===== config.mk =====
export PLATFORM = sky130hd
export DESIGN_NAME = bcd_to_unsigned
export DESIGN_NICKNAME = d
export VERILOG_FILES = /design/src/rtl/bcd_to_unsigned.sv
export SDC_FILE = /design/constraint.sdc
export NUM_CORES = 1
export LEC_CHECK = 0
export CORE_MARGIN = 5
export CORE_UTILIZATION = 55
export CTS_CLUSTER_SIZE = 20
export DETAILED_ROUTE_END_ITERATION = 12
export PLACE_DENSITY = 0.8
export SLEW_MARGIN = 20
export SYNTH_ARGS = -nofsm -noshare
export SYNTH_HDL_FRONTEND = slang
export SYNTH_SLANG_ARGS = --single-unit

===== constraint.sdc =====
create_clock -name clk -period 2.2 [get_ports clk]
set_input_delay 0.22 -clock clk [delete_from_list [all_inputs] [get_ports clk]]
set_output_delay 0.22 -clock clk [all_outputs]
set_load 0.01 [all_outputs]

===== src/rtl/bcd_to_unsigned.sv =====
// Sequential reverse double-dabble: converts a packed BCD word to unsigned binary,
// one shift or subtract-3 step per clock, with a fixed 63-cycle busy time for 8 digits.
module bcd_to_unsigned #(
  parameter int DIGITS = 8,
  parameter int OUT_W  = 32
) (
  input  logic                  clk,
  input  logic                  reset,
  input  logic                  trigger,
  input  logic [4*DIGITS-1:0]   bcd,
  output logic                  idle,
  output logic                  done,
  output logic                  error,
  output logic [OUT_W-1:0]      bin
);

  localparam int BW = 4 * DIGITS;

  typedef enum logic [1:0] {
    S_IDLE  = 2'd0,
    S_SHIFT = 2'd1,
    S_SUB3  = 2'd2
  } state_t;

  state_t          state;
  state_t          state_next;
  logic [BW-1:0]   dreg;
  logic [BW-1:0]   breg;
  logic [5:0]      counter;
  logic            inv;

  logic [2*BW-1:0] work_shift;
  logic [BW-1:0]   dreg_sub3;
  logic            bcd_invalid;
  logic            last_shift;
  logic [OUT_W-1:0] bin_next;

  assign work_shift = {dreg, breg} >> 1;
  assign last_shift = (counter == 6'(BW));
  assign bin_next   = OUT_W'(work_shift[BW-1:0]);
  assign idle       = (state == S_IDLE);

  // Columns are independent 4-bit lanes; a column >= 8 borrowed a 10 from above.
  always_comb begin
    dreg_sub3 = dreg;
    for (int i = 0; i < DIGITS; i++) begin
      if (dreg[4*i+3]) dreg_sub3[4*i +: 4] = dreg[4*i +: 4] - 4'd3;
    end
  end

  always_comb begin
    bcd_invalid = 1'b0;
    for (int i = 0; i < DIGITS; i++) begin
      if (bcd[4*i +: 4] > 4'd9) bcd_invalid = 1'b1;
    end
  end

  always_ff @(posedge clk) begin
    if (reset) state <= S_IDLE;
    else       state <= state_next;
  end

  always_comb begin
    state_next = S_IDLE;
    case (state)
      S_IDLE:  state_next = trigger ? S_SHIFT : S_IDLE;
      S_SHIFT: state_next = last_shift ? S_IDLE : S_SUB3;
      S_SUB3:  state_next = S_SHIFT;
      default: state_next = S_IDLE;
    endcase
  end

  always_ff @(posedge clk) begin
    if (reset) begin
      dreg    <= '0;
      breg    <= '0;
      counter <= '0;
      inv     <= 1'b0;
      bin     <= '0;
      error   <= 1'b0;
      done    <= 1'b0;
    end else begin
      done <= 1'b0;
      case (state)
        S_IDLE: begin
          if (trigger) begin
            dreg    <= bcd;
            breg    <= '0;
            counter <= 6'd1;
            inv     <= bcd_invalid;
          end
        end
        S_SHIFT: begin
          {dreg, breg} <= work_shift;
          if (last_shift) begin
            bin   <= inv ? '0 : bin_next;
            error <= inv;
            done  <= 1'b1;
          end else begin
            counter <= counter + 6'd1;
          end
        end
        S_SUB3: dreg <= dreg_sub3;
        default: ;
      endcase
    end
  end

endmodule


### Word level (Yosys, flattened, before mapping)

Index checks and enable logic that the tools add are counted.

* bitwise operators: 1
* magnitude comparators: 8
* add/sub/neg operators: 9
* muxes and demuxes: 28
* reductions and logical operators: 17
* eq/ne operators: 13

Operator list (number)
* two-way mux 32 bit: 3
* case mux 32 bit (3 select lines): 1
* case mux 32 bit (2 select lines): 1
* > comparator 4 bit (second input constant): 8
* two-way mux 4 bit: 8
* subtractor 4 x 2 -> 4 bit (second input constant): 8
* AND reduction 3 bit: 9
* != test 2 bit (second input constant): 10
* two-way mux 6 bit: 2
* case mux 6 bit (2 select lines): 1
* two-way mux 1 bit: 10
* AND reduction 2 bit: 4
* adder 6 x 1 -> 6 bit (second input constant): 1
* == test 6 bit (second input constant): 1
* case mux 2 bit (3 select lines): 1
* nonzero test 3 bit: 1
* == test 2 x 1 -> 1 bit (second input constant): 1
* == test 2 bit (second input constant): 1
* zero test 2 bit: 1
* two-way mux 2 bit: 1
* nonzero test 2 bit: 1
* OR reduction 2 bit: 1
* NOT 1 bit: 1

* output and inout port bits: 35
* word-level logic and storage cells: 92
* bits in registers: 107
* bits of input ports: 35

### Longest topological paths before layout

* word-level depth: 9
* depth in mapped cells: 9
* gate-level depth less buffers: 6

### Worst setup path before layout

OpenSTA, ideal clock, no wires.

* kind: flip-flop to flip-flop
* from: reg state[1]
* to: reg dreg[20]
* data required time: 2068 ps
* slack: 401 ps
* stages on the path, launching flop included: 10
* setup time: 132 ps
* clock period less this slack: 1799 ps
* data arrival time: 1666 ps
* buffers on the path: 3
* cell sequence: dfxtp_1 > inv_1 > ha_1 > nor2b_2 > buf_6 > or2_1 > buf_4 > buf_6 > o21ai_1 > a21oi_1

* word-level cells in the longest chain between the ends: 3
* elaborated cells between the ends (all ways): 8
* classes of those cells: eq/ne (4); mux (1); reduce/logical (3)

Ends and longest elaborated chain
* start: declaration: line 25 `state_t state;`
* start signal: assignment: line 60 `else state <= state_next;`
* zero test 2 bit (*)
* via idle: line 11 `output logic idle,`
* != test 2 bit (no line) / nonzero test 3 bit (equally long branches)
* AND reduction 3 bit (no line)
* end signal: assignment: line 94 `{dreg, breg} <= work_shift;`
* end signal: assignment: line 103 `S_SUB3: dreg <= dreg_sub3;`
* end: declaration: line 27 `logic [BW-1:0] dreg;`

Mark *: on every way through the listed nets, which the timed path passes. The rest lies on a longest branch.
A chain may end at the register's enable or synchronous reset.

### Final worst setup path

* from: reg state[0]
* to: out idle

* word-level cells in the longest chain between the ends: 1

Ends and longest elaborated chain
* zero test 2 bit: line 41 `assign idle = (state == S_IDLE);`
* end: declaration: line 11

Every way passes these cells.

==> results.txt <==
* Static leakage: 2.02 nW
- Entering global routing, the biggest net connects 65 pins.
* Setup Total Neg Slack: 0 ns
- Fill cells in the final layout number 715.
- After detailed routing, the number of vias per cell comes to roughly 6.
* Count of antenna diodes in the layout: 0
- Nets@finish: between 600 and 700
- The later pin in the worst-skew pair is clocked with a latency of ~0.37 ns.
- Measured against its own limit, the worst slew margin works out to slightly above 60%.
- The worst setup path is of the reg2out kind.
- Setup repair after global routing left no endpoint under its margin.
* Most common cell after layout, fill and taps aside: dfxtp_1
- The multi-input combinational cells in the finished layout cover a total of 0.00260 sq mm.
- Hold Violations, Final: 0
* Starting density of the core: 56.5%
- Detailed Routing Iterations Pass 1: 5
* Clock input transition at the sequential cells of the worst setup and hold paths: 0.10 ns
- The die covers around 0.011 sq mm.
- The count of cells in the finished layout, fillers not included, comes to roughly 760.
* Peak clock frequency supported by timing: 500 MHz
- Maximum buffer depth of the clock tree: 2
- Root cell of the clock tree: clkbuf_8
* Routability-driven placement congestion ratio: 0.796
- The number of gates resized after CTS was 0.
- Antenna violations before repair: 0
- The final max-slew violation count came to 0.
* Launching element type of the critical path: register
- In the synthesized netlist, the number of instances is roughly 590.
- Number of buffers inserted by hold repair at cts: 0
- Final Hold Slack: around 0.23 ns
- At the pin with the least slew margin, the transition time is slightly below 0.6 ns.
* Maximum level of the CTS H-tree: 3
- Cell row count: 34
- Power spread over the standard cell area amounts to around 660 mW/mm^2.
- The worst path meets setup with between 0.15 and 0.2 ns of slack.
- Registers take 0.00212 sq mm.
* Proportion of synthesized chip area in sequential cells: 43.1%
- Cts bufs inserted: 9
- From left edge to right edge, the die measures ~100 um.
- Synthesis produced a netlist with a net count of 640.
- Kind of end point of the critical path: primary output
- Dividing the detail-routed wire length by the instance count gives ~15 um.
* Number of placed I/O pins: 70
- Number of buffers added for setup after CTS: 0
- Worst-path fanout max: 6
- For this block, the initial DRC count from the detailed router was about 140.
* Cell area after technology mapping: 0.00493 sq mm
- The completed layout was analyzed and its total power is about 4 mW.
- The worst path in the final design needs a cycle of roughly 2.0 ns, including I/O delays and setup.
- Number of sinks on the clock net: between 100 and 150
- Final core utilization: around two thirds
- Core Area: 0.00872 sq mm
- Input and output buffers added on the ports amount to between 60 and 70.
* Max-cap violations: 0
- On the final layout, the worst clock skew is 0.0125 ns.
* Layout cells sized above 1: 7.11%
* Area growth from synthesis to layout: 19.5%
* Number of global-route vias before repair: ~4300
- Remaining DRCs: 0
- Global-route wire length before repair: approximately 20000 um
- TritonCTS built the clock tree.
- Final HPWL DP: about 8000 um
- Summing over every cut layer, the via total after detailed routing is about 4500.
- Final critical-path share of the clock period: between 90 and 100%
- The synthesized design contains 106 register bits.
- Placed instance count: 740
* Height of the die: 105 um
* Max VDD drop: between 0.3 and 0.4 mV
- Final WL: between 10000 and 15000 um
- Final number of setup-violating endpoints: 0
- Yosys mapped the design onto 36 distinct sky130hd cell types.
* DRT antenna net count: 0
- Each instance of the synthesized netlist takes up on average about 8.3 sq um.
- Fin area: slightly below 0.006 sq mm
- CP arrival: 1.78 ns
* GRT Total Usage: between 20% and 30%
* Worst hold path type: in2reg
* Data required time of the worst path: roughly 2.0 ns
- The Yosys step of the flow raised 0 warnings.
- Top library cells by usage in the layout, fill and taps aside: dfxtp_1, nand2_1, clkdlybuf4s50_1
- Setup slack at placement: approximately 0.22 ns
* Outcome: finished clean
- In this run the cell area measured after placement is roughly 0.0057 sq mm.
- Overflow left after global routing: 0
==> critical path, cell delays in order (launching register included) <==
cell	delay, ns
dfxtp_1	0.34
inv_1	0.11
ha_1	0.34
clkdlybuf4s50_1	0.62
==> power by group <==
group	switching (mW)	total [mW]	internal (mW)	leakage [nW]
clock	0.685	1.11	0.422	0.0880
combinational	0.371	0.681	0.310	1.07
sequential	0.0968	2.10	2.00	0.861
==> metal layers <==
layer	track usage, %	part of all wire, %	vias up
met1	26.8	43	2115
met4	8.04	2.1	0
li1	-	-	2195
met3	4.99	5.8	21
met5	0	0	-
met2	35.6	49	131
==> layout make-up <==
class                   instances  area share [%]
inverters                       4           0.255
flip-flops and latches        106            36.0
clock buffers                   9            2.10
well taps                     108            2.29
repair buffers                 87            14.4
clock inverters                 6           0.850
multi-input cells             435            44.1
==> final timing paths <==
check                                     startpoint               endpoint  slack, ns  cells past startpoint
worst min register to register  bin[27]$_SDFFE_PP0P_   bin[27]$_SDFFE_PP0P_       0.46                      2
worst max register to register   state[0]$_SDFF_PP0_  breg[22]$_SDFFE_PP0P_       0.22                      7
worst min-delay path                           reset    bin[2]$_SDFFE_PP0P_       0.23                      2
worst max-delay path             state[0]$_SDFF_PP0_                   idle       0.20                      3
==> logic make-up after synthesis <==
kind of cell             after synthesis  synth area share (%)
flip-flops                           106                  43.1
AND/OR/NAND/NOR                      233                  23.5
multiplexers                          10                  2.06
XOR/XNOR                              10                  1.78
buffers and inverters                 50                  4.54
adder cells (fa/ha/maj)               14                  3.55
AO/OA/AOI/OAI                        168                  21.5
==> registers in the layout, summed over array words and instances (netlist names) <==
| name | count |
|---|---|
| state | 2 |
| error | 1 |
| done | 1 |
| bin | 32 |
| dreg | 32 |
| breg | 31 |
| inv | 1 |
| counter | 6 |
==> cells in the mapped netlist <==
cell type    n  area [sq um]
clkbuf_1    27           101
nand3b_1    33           248
xor2_1       1          8.76
a21oi_1     62           310
dfxtp_1    106          2120
or3_1        2          12.5
a21o_1       8          60.1
mux2_2       1          11.3
o21ai_0     16          80.1
buf_6        2          22.5
mux2i_1      9          90.1
or2_1        1          6.26
nand4_1      3          18.8
buf_2       14          70.1
o21bai_1     1          7.51
a22oi_1     31           233
ha_1        14           175
o211ai_1    30           225
xnor2_1      9          78.8
nor3_1       2          10.0
buf_1        2          7.51
buf_4        1          7.51
nor3_2       8          80.1
nor3b_1      1          7.51
nor2b_2      1          8.76
nor2b_1     10          62.6
nand2b_1     9          56.3
nand3_1     20           100
inv_1        4          15.0
o21ai_1      2          10.0
nor2_1      63           236
nand2_1     78           293
a31oi_1      9          56.3
a311oi_1     9          78.8
and4_1       1          8.76
nor4b_1      1          8.76
(Power assumes the default switching activity.)
